===== config.mk =====
export PLATFORM = sky130hd
export DESIGN_NAME = sha_final_stage
export DESIGN_NICKNAME = d
export VERILOG_FILES = /design/src/rtl/sha_final_stage.sv
export SDC_FILE = /design/constraint.sdc
export NUM_CORES = 2
export LEC_CHECK = 0
export CAP_MARGIN = 20
export CORE_AREA = 2 2 440 442
export CTS_CLUSTER_DIAMETER = 120
export DETAILED_ROUTE_END_ITERATION = 10
export DIE_AREA = 0 0 442 444
export PLACE_DENSITY = 0.5
export SETUP_SLACK_MARGIN = 0.05
export SLEW_MARGIN = 20
export SYNTH_ARGS = -nofsm -noshare
export SYNTH_HDL_FRONTEND = slang
export SYNTH_SLANG_ARGS = --single-unit

===== constraint.sdc =====
create_clock -name clk -period 9.7 [get_ports clk]
set_input_delay 2.91 -clock clk [delete_from_list [all_inputs] [get_ports clk]]
set_output_delay 2.91 -clock clk [all_outputs]
set_load 0.05 [all_outputs]

===== src/rtl/sha_final_stage.sv =====
// Final SHA-2 compression stage: adds the working variables into the chaining value,
// compares the digest against a difficulty target and optionally forwards only hits.
module sha_final_stage #(
    parameter int WORD_S  = 32,
    parameter int NONCE_W = 32,
    parameter int CNT_W   = 16
) (
    input  logic                  clk,
    input  logic                  reset,
    input  logic                  in_valid,
    output logic                  in_ready,
    input  logic [NONCE_W-1:0]    nonce,
    input  logic [8*WORD_S-1:0]   H_i,
    input  logic [8*WORD_S-1:0]   work_i,
    input  logic [8*WORD_S-1:0]   target,
    input  logic                  filter_en,
    output logic                  out_valid,
    input  logic                  out_ready,
    output logic [8*WORD_S-1:0]   H,
    output logic [NONCE_W-1:0]    nonce_out,
    output logic                  hit,
    output logic [CNT_W-1:0]      hit_cnt,
    output logic [CNT_W-1:0]      drop_cnt
);

    localparam int H_SIZE = 8 * WORD_S;

    // Per-word modular add; carries never cross word boundaries.
    function automatic logic [H_SIZE-1:0] word_add(input logic [H_SIZE-1:0] a,
                                                   input logic [H_SIZE-1:0] b);
        logic [H_SIZE-1:0] r;
        r = {H_SIZE{1'b0}};
        for (int k = 0; k < 8; k++) begin
            r[k*WORD_S +: WORD_S] = a[k*WORD_S +: WORD_S] + b[k*WORD_S +: WORD_S];
        end
        return r;
    endfunction

    function automatic logic [CNT_W-1:0] sat_inc(input logic [CNT_W-1:0] c);
        return (c == {CNT_W{1'b1}}) ? c : c + CNT_W'(1);
    endfunction

    logic                 s1_valid_q, s1_valid_d;
    logic [H_SIZE-1:0]    s1_digest_q, s1_digest_d;
    logic [NONCE_W-1:0]   s1_nonce_q, s1_nonce_d;
    logic                 s2_valid_q, s2_valid_d;
    logic [H_SIZE-1:0]    s2_digest_q, s2_digest_d;
    logic [NONCE_W-1:0]   s2_nonce_q, s2_nonce_d;
    logic                 s2_hit_q, s2_hit_d;
    logic [CNT_W-1:0]     hit_cnt_q, hit_cnt_d;
    logic [CNT_W-1:0]     drop_cnt_q, drop_cnt_d;

    logic hit_s;
    logic keep_s;
    logic out_xfer_s;
    logic s1_adv_s;
    logic in_ready_s;
    logic in_xfer_s;

    // Handshake decode; word 7 sits in the top bits, so a plain unsigned compare orders correctly.
    always_comb begin
        hit_s      = (s1_digest_q <= target);
        keep_s     = !filter_en || hit_s;
        out_xfer_s = s2_valid_q && out_ready;
        s1_adv_s   = s1_valid_q && (!s2_valid_q || out_xfer_s);
        in_ready_s = !reset && (!s1_valid_q || s1_adv_s);
        in_xfer_s  = in_valid && in_ready_s;
    end

    // Next-state for both pipeline stages and the saturating counters.
    always_comb begin
        s1_valid_d  = s1_valid_q;
        s1_digest_d = s1_digest_q;
        s1_nonce_d  = s1_nonce_q;
        s2_valid_d  = s2_valid_q;
        s2_digest_d = s2_digest_q;
        s2_nonce_d  = s2_nonce_q;
        s2_hit_d    = s2_hit_q;
        hit_cnt_d   = hit_cnt_q;
        drop_cnt_d  = drop_cnt_q;
        if (reset) begin
            s1_valid_d  = 1'b0;
            s1_digest_d = {H_SIZE{1'b0}};
            s1_nonce_d  = {NONCE_W{1'b0}};
            s2_valid_d  = 1'b0;
            s2_digest_d = {H_SIZE{1'b0}};
            s2_nonce_d  = {NONCE_W{1'b0}};
            s2_hit_d    = 1'b0;
            hit_cnt_d   = {CNT_W{1'b0}};
            drop_cnt_d  = {CNT_W{1'b0}};
        end else begin
            if (out_xfer_s) begin
                s2_valid_d = 1'b0;
            end else begin
                s2_valid_d = s2_valid_q;
            end
            // A new S2 load overrides the drain above, giving back-to-back output without a bubble.
            if (s1_adv_s) begin
                s1_valid_d = 1'b0;
                if (keep_s) begin
                    s2_valid_d  = 1'b1;
                    s2_digest_d = s1_digest_q;
                    s2_nonce_d  = s1_nonce_q;
                    s2_hit_d    = hit_s;
                end else begin
                    drop_cnt_d  = sat_inc(drop_cnt_q);
                end
                if (hit_s) begin
                    hit_cnt_d = sat_inc(hit_cnt_q);
                end else begin
                    hit_cnt_d = hit_cnt_q;
                end
            end else begin
                s1_valid_d = s1_valid_q;
            end
            if (in_xfer_s) begin
                s1_valid_d  = 1'b1;
                s1_digest_d = word_add(H_i, work_i);
                s1_nonce_d  = nonce;
            end else begin
                s1_nonce_d  = s1_nonce_q;
            end
        end
    end

    // State registers.
    always_ff @(posedge clk) begin
        s1_valid_q  <= s1_valid_d;
        s1_digest_q <= s1_digest_d;
        s1_nonce_q  <= s1_nonce_d;
        s2_valid_q  <= s2_valid_d;
        s2_digest_q <= s2_digest_d;
        s2_nonce_q  <= s2_nonce_d;
        s2_hit_q    <= s2_hit_d;
        hit_cnt_q   <= hit_cnt_d;
        drop_cnt_q  <= drop_cnt_d;
    end

    assign in_ready  = in_ready_s;
    assign out_valid = s2_valid_q;
    assign H         = s2_digest_q;
    assign nonce_out = s2_nonce_q;
    assign hit       = s2_hit_q;
    assign hit_cnt   = hit_cnt_q;
    assign drop_cnt  = drop_cnt_q;

endmodule


==> results.json <==
{
  "setup_viol": 0,
  "clkSinkCount": 611,
  "antenna_found_initial": 54,
  "viasPerCell": 4.66,
  "post-route-drc-count": 0,
  "final_cell_mix": "clkdlybuf4s50_1 (1126), o21ai_0 (691), dfxtp_1 (611)",
  "fp-row-count": 161,
  "dpl.hpwl_um": 158000,
  "cap_violations": 0,
  "fp.dieH_um": 444,
  "crit_path_max_fanout": 3,
  "grt_usage_pct": 19.1,
  "wl_per_cell_um": 22.3,
  "postSynth.asyncResetShare_pct": 0,
  "final_antenna_net_count": 0,
  "startpoint_type": "input pin",
  "p_leak_nw": 24.5,
  "synthCells": 5113,
  "dieWidth_um": 442,
  "dieArea_um2": 196000,
  "clock_latency_ps": 690,
  "fin_crit_sh_pct": 78.6,
  "synth_cell_types": 82,
  "cts_resized": 0,
  "place_area_um2": 55400,
  "fmax_ghz": 0.131,
  "critical_path_arrival_ps": 4710,
  "coreArea_um2": 192000,
  "vias": 40800,
  "worstSetupPathType": "input pin to output port",
  "period_needed_ps": 7620,
  "min_path_type": "register to register",
  "synth_area_um2": 41600,
  "first_iter_violations": 2240,
  "worstPathRequired_ps": 6790,
  "ioPinCount": 1128,
  "synth_seq_cells": 611,
  "io_buffers": 1127,
  "areaGrowthSynthToFinish_pct": 39.7,
  "ys_seq_area_share_pct": 29.4,
  "overflow": 0,
  "dr.pass1.iters": 5,
  "worst_ir_drop_vdd_mv": 0.103,
  "cts.path.max_buffers": 3,
  "rsz0062_at_grt": "false",
  "syn_avg_cell_area_um2": 8.14,
  "cts_root_buf": "clkbuf_16",
  "status": "completed",
  "yosysWarnings": 0,
  "gp_congestion": 0.948,
  "finalHoldViolCount": 0,
  "first_global_vias": 40500,
  "final_cell_area_um2": 58100,
  "ff2ff_setup_slack_ps": 4820,
  "final_common_cell": "clkdlybuf4s50_1",
  "synth_edf_count": 0,
  "synth_ff_type": "dfxtp_1",
  "hold_buffers": 0,
  "nets": 7446,
  "end_kind": "output port",
  "cts_buffers": 80,
  "grt_start_max_net_pins": 164,
  "powerDensity_nw_per_um2": 144,
  "grt_pass1_wl_um": 279000,
  "skew_ps": 35.6,
  "worst_pin_slew_ps": 1090,
  "drive_above_1_share_pct": 4.11,
  "relSlewSlack_pct": 27.4,
  "slew_viol_final": 0,
  "wl_um": 195000,
  "post_cts_buffers": 0,
  "fin_tns_setup_ps": 0,
  "clk_pin_slew_worst_paths_ps": 60,
  "htreeDepth": 3,
  "cts_tree": "done",
  "start_util_pct": 21.7,
  "syn-num-nets": 6432
}
metrics by stage:
stage	utilization, %	cells	power (mW)	worst slack [ps]	hold slack [ps]
6_report	30.4	8744	8.37	2080	464
5_1_grt	30.3	8738	8.81	2030	492
4_1_cts	30.3	8713	8.48	2080	469
3_5_place_dp	28.9	8571	5.35	1660	459
3_3_place_gp	28.9	8570	5.33	1740	456
2_1_floorplan	-	5113	4.33	2880	445
routing by layer:
metal  track usage [%]  up-vias  routed length, um
met5                 0        -                154
met4              8.24       24               7830
met3              4.27      254              10300
met2              34.5     1086              99400
met1              21.4    19400              77400
li1                  -    20000                  -
kinds of logic after synthesis:
family	share of synthesized area (%)
xor+xnor	4.67
compound gates	23.7
fa+ha+maj	15.6
mux	2.06
buf+inv	5.83
simple gates	18.8
flops	29.4
path summary, 6_finish.rpt:
check,from,endpoint,cells past startpoint
worst min register to register,s1_nonce_q[8],nonce_out[8],2
worst min-delay path,s1_nonce_q[8],nonce_out[8],2
worst max register to register,s1_digest_q[248],H[228],12
worst max-delay path,out_ready,in_ready,4
sequential cells by signal, summed over array words and instances (netlist names):
signal	cells
hit_cnt	16
s1_valid_q	1
drop_cnt	16
out_valid	1
s1_digest_q	256
H	256
s1_nonce_q	32
hit	1
nonce_out	32
power breakdown:
part	switching [mW]	internal (mW)	total, mW	leakage [nW]
logic	1.36	1.06	2.42	18.2
clock network	1.27	1.81	3.08	1.32
registers	0.154	2.72	2.87	5.00
total	2.78	5.59	8.37	24.5
critical path, cell delays in order:
cell,delay [ps]
clkdlybuf4s50_1,470
nor2b_1,60
a21oi_1,330
clkdlybuf4s50_1,930
layout make-up:
class                      count  area [um2]
antenna                       31        77.6
clock buffer                 108        2270
clock inverter                34         397
fill                       20400      133000
inverter                     344        1290
multi-input combinational   3921       27000
sequential                   611       12200
tap                         2526        3160
timing repair buffer        1169       11700
synthesized netlist by cell type, types with 8 or more instances:
cell type | n | area share [%]
or3_1 | 33 | 0.50
a21boi_0 | 8 | 0.14
a21oi_1 | 287 | 3.5
a21o_1 | 243 | 4.4
buf_2 | 24 | 0.29
and4_1 | 12 | 0.25
buf_1 | 20 | 0.18
ha_1 | 506 | 15
o21ai_0 | 691 | 8.3
clkbuf_1 | 156 | 1.4
buf_6 | 22 | 0.60
nor2_1 | 118 | 1.1
mux2_2 | 13 | 0.35
o21ai_2 | 10 | 0.21
dfxtp_1 | 611 | 29
and3_1 | 36 | 0.54
a211oi_1 | 18 | 0.32
nand4_1 | 91 | 1.4
or4_1 | 11 | 0.20
o31ai_1 | 22 | 0.40
inv_1 | 344 | 3.1
nand3_1 | 60 | 0.72
and2_1 | 15 | 0.23
xnor2_1 | 136 | 2.9
nor3_1 | 40 | 0.48
nand2b_1 | 317 | 4.8
mux2i_1 | 71 | 1.7
buf_4 | 9 | 0.16
nor2b_1 | 334 | 5.0
a31o_2 | 21 | 0.44
nand2_1 | 288 | 2.6
o21a_1 | 37 | 0.67
nor4_1 | 17 | 0.26
xor2_1 | 86 | 1.8
a2111oi_0 | 10 | 0.21
a31oi_1 | 33 | 0.50
o21bai_1 | 30 | 0.54
fa_1 | 8 | 0.38
o21ai_1 | 191 | 2.3
o211ai_1 | 16 | 0.29
nand3b_1 | 11 | 0.20
or2_2 | 15 | 0.23
Note: power is estimated with default switching activity, not from simulation.
